<file path="src/rtl/cmp_track.sv">
// Registered compare unit with valid/ready handshake, flag output and
// running min/max/equal-count statistics over a clearable window.
module cmp_track #(
    parameter int WIDTH = 4,
    parameter int CNT_W = 8
) (
    input  logic             clk,
    input  logic             rst,
    input  logic             in_valid,
    output logic             in_ready,
    input  logic [WIDTH-1:0] a,
    input  logic [WIDTH-1:0] b,
    input  logic             signed_mode,
    input  logic             clear,
    output logic             out_valid,
    input  logic             out_ready,
    output logic [6:0]       flags,
    output logic [WIDTH-1:0] y_min,
    output logic [WIDTH-1:0] y_max,
    output logic [CNT_W-1:0] eq_count
);

    logic             out_valid_q, out_valid_d;
    logic [6:0]       flags_q, flags_d;
    logic [WIDTH-1:0] y_min_q, y_min_d;
    logic [WIDTH-1:0] y_max_q, y_max_d;
    logic [CNT_W-1:0] eq_count_q, eq_count_d;
    logic             first_q, first_d;

    logic accept;
    logic clear_eff;
    logic a_lt_b, a_gt_b, a_eq_b;
    logic a_lt_min, a_gt_max;

    assign in_ready  = !out_valid_q || out_ready;
    assign accept    = in_valid && in_ready;
    // A clear while the result is held back would disturb the held statistics,
    // so it only takes effect when the output is free to move.
    assign clear_eff = clear && in_ready;

    always_comb begin
        a_eq_b = (a == b);
        if (signed_mode) begin
            a_lt_b   = $signed(a) < $signed(b);
            a_gt_b   = $signed(a) > $signed(b);
            a_lt_min = $signed(a) < $signed(y_min_q);
            a_gt_max = $signed(a) > $signed(y_max_q);
        end else begin
            a_lt_b   = a < b;
            a_gt_b   = a > b;
            a_lt_min = a < y_min_q;
            a_gt_max = a > y_max_q;
        end
    end

    always_comb begin
        out_valid_d = out_valid_q;
        flags_d     = flags_q;
        y_min_d     = y_min_q;
        y_max_d     = y_max_q;
        eq_count_d  = eq_count_q;
        first_d     = first_q;

        if (accept) begin
            out_valid_d = 1'b1;
            flags_d     = {|b, !a_eq_b, a_eq_b, a_gt_b | a_eq_b, a_lt_b | a_eq_b, a_gt_b, a_lt_b};
        end else if (out_valid_q && out_ready) begin
            out_valid_d = 1'b0;
        end

        if (accept) begin
            if (first_q || clear_eff) begin
                y_min_d = a;
                y_max_d = a;
                first_d = 1'b0;
            end else begin
                if (a_lt_min) y_min_d = a;
                if (a_gt_max) y_max_d = a;
            end
            if (clear_eff) begin
                eq_count_d = CNT_W'(a_eq_b);
            end else if (a_eq_b && (eq_count_q != {CNT_W{1'b1}})) begin
                eq_count_d = eq_count_q + CNT_W'(1);
            end
        end else if (clear_eff) begin
            first_d    = 1'b1;
            eq_count_d = '0;
            y_min_d    = '0;
            y_max_d    = '0;
        end
    end

    always_ff @(posedge clk or posedge rst) begin
        if (rst) begin
            out_valid_q <= 1'b0;
            flags_q     <= '0;
            y_min_q     <= '0;
            y_max_q     <= '0;
            eq_count_q  <= '0;
            first_q     <= 1'b1;
        end else begin
            out_valid_q <= out_valid_d;
            flags_q     <= flags_d;
            y_min_q     <= y_min_d;
            y_max_q     <= y_max_d;
            eq_count_q  <= eq_count_d;
            first_q     <= first_d;
        end
    end

    assign out_valid = out_valid_q;
    assign flags     = flags_q;
    assign y_min     = y_min_q;
    assign y_max     = y_max_q;
    assign eq_count  = eq_count_q;

endmodule
</file>
<file path="config.mk">
export PLATFORM = sky130hd
export DESIGN_NAME = cmp_track
export DESIGN_NICKNAME = d
export VERILOG_FILES = /design/src/rtl/cmp_track.sv
export SDC_FILE = /design/constraint.sdc
export NUM_CORES = 1
export LEC_CHECK = 0
export BUFFER_PORTS_ARGS = -buffer_cell sky130_fd_sc_hd__buf_2
export CORE_MARGIN = 5
export CORE_UTILIZATION = 40
export CTS_CLUSTER_SIZE = 24
export DETAILED_ROUTE_END_ITERATION = 7
export SETUP_SLACK_MARGIN = 0.05
export SYNTH_ARGS = -nofsm -noshare
export SYNTH_HDL_FRONTEND = slang
export SYNTH_SLANG_ARGS = --single-unit
</file>
<file path="constraint.sdc">
create_clock -name clk -period 2.3 [get_ports clk]
set_input_delay 0.46 -clock clk [delete_from_list [all_inputs] [get_ports clk]]
set_output_delay 0.46 -clock clk [all_outputs]
set_load 0.05 [all_outputs]
</file>
==> flow_summary.yaml, run 1 <==
status:
  status: "finished clean"
pwr:
  power_leakage_uw: 0.000889
  switchingPower_uw: 513
  p_int_uw: 760
  power_frac_comb_pct: 37.6
  power_density_nw_per_um2: 719
  p_clk_share_pct: 20.9
  vdd_ir_drop_max_uv: 209
  seqPwrFrac_pct: 41.5
  power.total_uw: 1270
  sw_frac_of_total_pct: 40.3
place:
  place_ws_ns: 0.166
  dp_hpwl_mm: 2.67
  place.port_buffers: 38
  place_congestion: 0.777
  place_inst: 232
routing:
  dr.max_layer_used: "met4"
  wl_per_cell_um: 14.5
  met3RoutedLength_um: 143
  vias: 1232
  ant_nets: 0
  drc_errors: 0
  wl_met2_mm: 1.76
  drt_iter0_markers: 35
  routed_wl_mm: 3.43
  wl_met1_mm: 1.48
  vias_per_cell: 5.22
  dr.pass1.iters: 4
global_route:
  antenna_found_initial: 0
  grt_pass1_wl_mm: 6.02
  grtUsageTotal_pct: 14.9
  grt_pass1_vias: 1297
  overflow: 0
  grt_max_degree: 26
worst_setup_path:
  cp.required_ns: 2.47
  r2r-start: "y_min[2]$_DFFE_PP0P_"
  cp.arrival_ns: 2.08
  crit_chain: "inv_1, ha_1, a211o_1, a31oi_2, a2111oi_4, or2_1, a22o_1"
  slowest_delay_ns: 0.38
  path_max_fanout: 4
  crit_path_end_kind: "flop"
  crit_path_start_kind: "flop"
  cp_top_family: "compound AO/OA/AOI/OAI gates"
  critPathSlowestCell: "dfrtp_1"
  critPathKind: "reg -> reg"
  cp_num_buf_inv: 1
  crit_start: "y_min[2]$_DFFE_PP0P_"
yosys:
  syn_area_um2: 1480
  synth_flop_cell: "dfrtp_1"
  synthDistinctLibCells: 43
  synth_fp_nets: 174
  synth_cells: 148
  synth-seq-cells: 25
  netlist.area_leader.share_pct: 40.7
  synth_edf_count: 0
  async_flop_share_pct: 100
  yosys.area.top_type: "dfrtp_1"
  ys_seq_area_share_pct: 42.5
  avgSynthCellArea_um2: 9.98
  yosys_warnings: 0
  synthTopCellsByArea: "dfrtp_1 (41%), ha_1 (10%), a22o_1 (4.7%), nor2_1 (3.8%), inv_1 (3.3%)"
clock_tree:
  cts_setup_buffers: 0
  numCtsBuffers: 3
  cts_root_buf: "clkbuf_8"
  insertion_delay_ns: 0.27
  cts_tree: "done"
  holdBufCountCts: 0
  ctsResizeCount: 0
  cts_sinks: 25
  clkTransAtPathRegs_ns: 0.09
  h-tree-depth: 1
  clk_path_buf_depth: 2
final_layout:
  area_growth_pct: 19.9
  final_common_cell: "buf_2"
  final_cells: 236
  final_cell_mix: "buf_2 (38), dfrtp_1 (24), nor2_1 (15)"
  nets: 215
  fill_cells: 360
  n_antenna_cell: 0
  fin_util_pct: 49.1
  drive_above_1_share_pct: 29.8
sta:
  finClkSkew_ns: 0.00207
  min_period_over_period_pct: 83.3
  slew_violations: 0
  totalNegativeSetupSlack_ns: 0
  max_freq_ghz: 0.522
  tightestPinTransition_ns: 0.369
  relSlewSlack_pct: 75.4
  fin_crit_ns: 1.92
  rsz0062_at_grt: "false"
  setup_viol: 0
  fin_ws_ns: 0.384
  finalHoldViolCount: 0
worst_hold_path:
  hold_class: "in -> async"
floorplanning:
  core_um2: 3610
  fp.dieW_um: 70.8
  die-area_um2: 5010
  io-pin-count: 39
  die_h_um: 70.8
  start_util_pct: 40.9
  core.rowCount: 22
job:
  maxCapViolations: 0
-- registers in the layout (all words and copies together) (netlist names) --
| signal | flops |
|---|---|
| eq_count | 8 |
| first_q | 1 |
| flags | 7 |
| out_valid | 1 |
| y_max | 4 |
| y_min | 4 |
-- worst min-delay path: stages --
cell and delay, ns:
buf_2 0.09, inv_1 0.04, buf_4 0.30
-- path summary, 6_finish.rpt --
kind | to | cells after the start | slack, ns
setup / recovery | y_min[1]$_DFFE_PP0P_ | 7 | 0.38
hold / removal | y_min[2]$_DFFE_PP0P_ | 3 | 0.22
setup reg to reg | y_min[1]$_DFFE_PP0P_ | 7 | 0.38
hold reg to reg | flags[1]$_DFFE_PP0P_ | 2 | 0.49
max in group asynchronous | first_q$_DFFE_PP1P_ | 3 | 1.79
min in group clk | flags[6]$_DFFE_PP0P_ | 3 | 0.47
-- routing by layer --
| layer | track usage (%) | up-vias |
|---|---|---|
| met5 | 0 | - |
| met4 | 4.38 | 0 |
| met3 | 2.98 | 5 |
| met2 | 26.6 | 23 |
| met1 | 18.0 | 593 |
| li1 | - | 611 |
-- synth_stat cells, drive strengths merged, types with 4 or more instances --
cell	n
nand2	11
inv	13
dfrtp	24
o21ai	8
nor2	16
nand2b	5
nor4	5
a22o	8
nor3	4
ha	12
-- cells by family (layout without fill, tap and decap cells) --
kind of cell	count (synthesis)	after routing	share of synthesized area, %
simple gates	56	56	22.0
xor+xnor	5	5	2.97
fa+ha+maj	12	12	10.2
flops	25	25	42.5
compound gates	32	32	17.2
buf+inv	17	57	4.49
mux	1	1	0.763
-- power groups by stage --
stage                     combinational, uW  sequential (uW)  clock (uW)
after floorplan                         194              707           0
after global placement                  477              535           0
after detailed placement                483              538           0
after CTS                               484              530         274
after global routing                    519              538         295
final                                   479              528         266
-- stage by stage --
stage / instance area [um2] / hold slack (ns)
after floorplan: 1480 / 0.487
after global placement: 1720 / 0.460
after detailed placement: 1720 / 0.475
after CTS: 1770 / 0.236
after global routing: 1770 / 0.272
final: 1770 / 0.223
-- layout make-up --
cell class / count / area (um2) / area share [%]
Clock inverter: 1 / 5.00 / 0.283
Timing Repair Buffer: 40 / 205 / 11.6
Sequential cell: 25 / 627 / 35.4
Inverter: 13 / 48.8 / 2.76
Clock buffer: 3 / 41.3 / 2.33
Tap cell: 48 / 60.1 / 3.39
Multi-Input combinational cell: 106 / 783 / 44.2
(Power assumes the default switching activity.)
==> inputs of run 2 (changes only) <==
Clock period 2.3 ns to 1.8 ns, I/O delays scaled along.
==> flow_summary.yaml, run 2 (synthesis gave the netlist of run 1 again) <==
status:
  status: "finished, violations left"
  violations: "setup timing"
final_layout:
  nets: 237
  area_growth_pct: 35.8
  fill_cells: 344
  n_antenna_cell: 0
  final_cells: 258
  largest_register_ff_count: 8
  regArea_um2: 639
  multi_input_area_um2: 838
  final_cell_mix: "buf_2 (38), buf_4 (24), nor2_1 (14), dfrtp_1 (14)"
  drive_above_1_share_pct: 46.7
  final_common_cell: "buf_2"
  fin_util_pct: 55.6
worst_setup_path:
  r2r-end: "y_min[0]$_DFFE_PP0P_"
  crit_path_end_kind: "flop"
  cp.required_ns: 1.96
  crit_path_start_kind: "flop"
  rr_worst_depth: 7
  rrSetupSlack_ns: -0.01
  r2r-start: "y_min[2]$_DFFE_PP0P_"
  critPathKind: "reg -> reg"
  path_max_fanout: 4
  cp.arrival_ns: 1.97
floorplanning:
  fp.dieW_um: 70.8
  die_h_um: 70.8
  start_util_pct: 40.9
  core_um2: 3610
  io-pin-count: 39
  core.rowCount: 22
  die-area_um2: 5010
sta:
  hold_slack_ns: 0.116
  slew_violations: 0
  rsz0062_at_grt: "true"
  totalNegativeSetupSlack_ns: -0.0241
  finClkSkew_ns: 0.00995
  relSlewSlack_pct: 76.5
  tightestPinTransition_ns: 0.352
  max_freq_ghz: 0.552
  min_period_over_period_pct: 101
  fin_ws_ns: -0.0126
  fin_crit_ns: 1.81
  setup_viol: 3
  finalHoldViolCount: 0
clock_tree:
  h-tree-depth: 1
  insertion_delay_ns: 0.27
  numCtsBuffers: 3
  cts_root_buf: "clkbuf_8"
  holdBufCountCts: 0
  clkTransAtPathRegs_ns: 0.09
  cts_tree: "done"
  clk_path_buf_depth: 2
  cts_sinks: 25
routing:
  dr.pass1.iters: 5
  ant_nets: 0
  vias: 1327
  wl_per_cell_um: 14.5
  drt_iter0_markers: 61
  vias_per_cell: 5.14
  routed_wl_mm: 3.74
  drc_errors: 0
place:
  place_inst: 251
  place_congestion: 0.884
  place.port_buffers: 38
  dp_hpwl_mm: 2.96
  place_ws_ns: -0.134
job:
  maxCapViolations: 0
worst_hold_path:
  hold_class: "in -> async"
global_route:
  overflow: 0
  grt_pass1_vias: 1320
  antenna_found_initial: 0
  grt_pass1_wl_mm: 5.92
  grtUsageTotal_pct: 14.7
  grt_max_degree: 26
pwr:
  power_density_nw_per_um2: 866
  power_leakage_uw: 0.000981
  vdd_ir_drop_max_uv: 298
==> run 2: cell count changes in the layout (fill, tap and decap cells not counted), moves of 2 or more <==
cell | previous run | this run
inv_2 | 0 | 2
ha_4 | 0 | 2
dfrtp_1 | 24 | 14
inv_1 | 13 | 11
ha_1 | 12 | 9
dfrtp_2 | 0 | 10
buf_4 | 2 | 24
==> run 2: area by class of cell <==
type | instances | share of cell area, %
multi-input combinational | 106 | 41.8
sequential | 25 | 31.9
timing repair buffer | 62 | 18.5
tap | 48 | 2.99
inverter | 13 | 2.43
clock buffer | 3 | 2.06
clock inverter | 1 | 0.374
==> run 2: power breakdown <==
group | internal [uW] | switching [uW]
logic | 252 | 461
registers | 635 | 48.5
clock network | 157 | 183
total | 1040 | 693
==> run 2: worst max path at each step <==
| stage | slack, ns | cells after the start | to | startpoint |
|---|---|---|---|---|
| floorplan | -0.09 | 7 | y_min[2]$_DFFE_PP0P_ | y_min[2]$_DFFE_PP0P_ |
| finish | -0.01 | 7 | y_min[0]$_DFFE_PP0P_ | y_min[2]$_DFFE_PP0P_ |
| global placement | -0.12 | 7 | y_min[1]$_DFFE_PP0P_ | a[3] |
| CTS | -0.007 | 7 | y_min[3]$_DFFE_PP0P_ | y_min[2]$_DFFE_PP0P_ |
| detailed placement | -0.13 | 7 | y_min[3]$_DFFE_PP0P_ | a[2] |
| global route | -0.05 | 7 | y_min[3]$_DFFE_PP0P_ | y_min[2]$_DFFE_PP0P_ |
==> run 2: critical path, stage by stage, from the launching register on <==
cell,delay [ns]
dfrtp_2,0.42
inv_2,0.06
ha_4,0.19
a211o_1,0.29
a31oi_4,0.18
a2111oi_4,0.11
or2_4,0.26
a22o_1,0.18
==> run 2: routing by layer <==
layer	up-vias	part of all wire, %	global-route usage, %
met4	0	1.1	4.38
met3	6	3.7	2.70
met5	-	0	0
li1	654	-	-
met1	641	40	16.1
met2	26	55	28.4
==> run 2: timing repair <==
action	CTS	global route
setup buffers	1	2
cloned	0	0
pin swaps	1	8
setup endpoints to repair	5	15
gates resized for setup	3	6
==> run 2: stage by stage <==
stage | power, uW | area (um2)
final | 1740 | 2010
after detailed placement | 1380 | 1890
after global placement | 1350 | 1890
after floorplan | 1170 | 1500
after CTS | 1750 | 1960
after global routing | 1840 | 2010
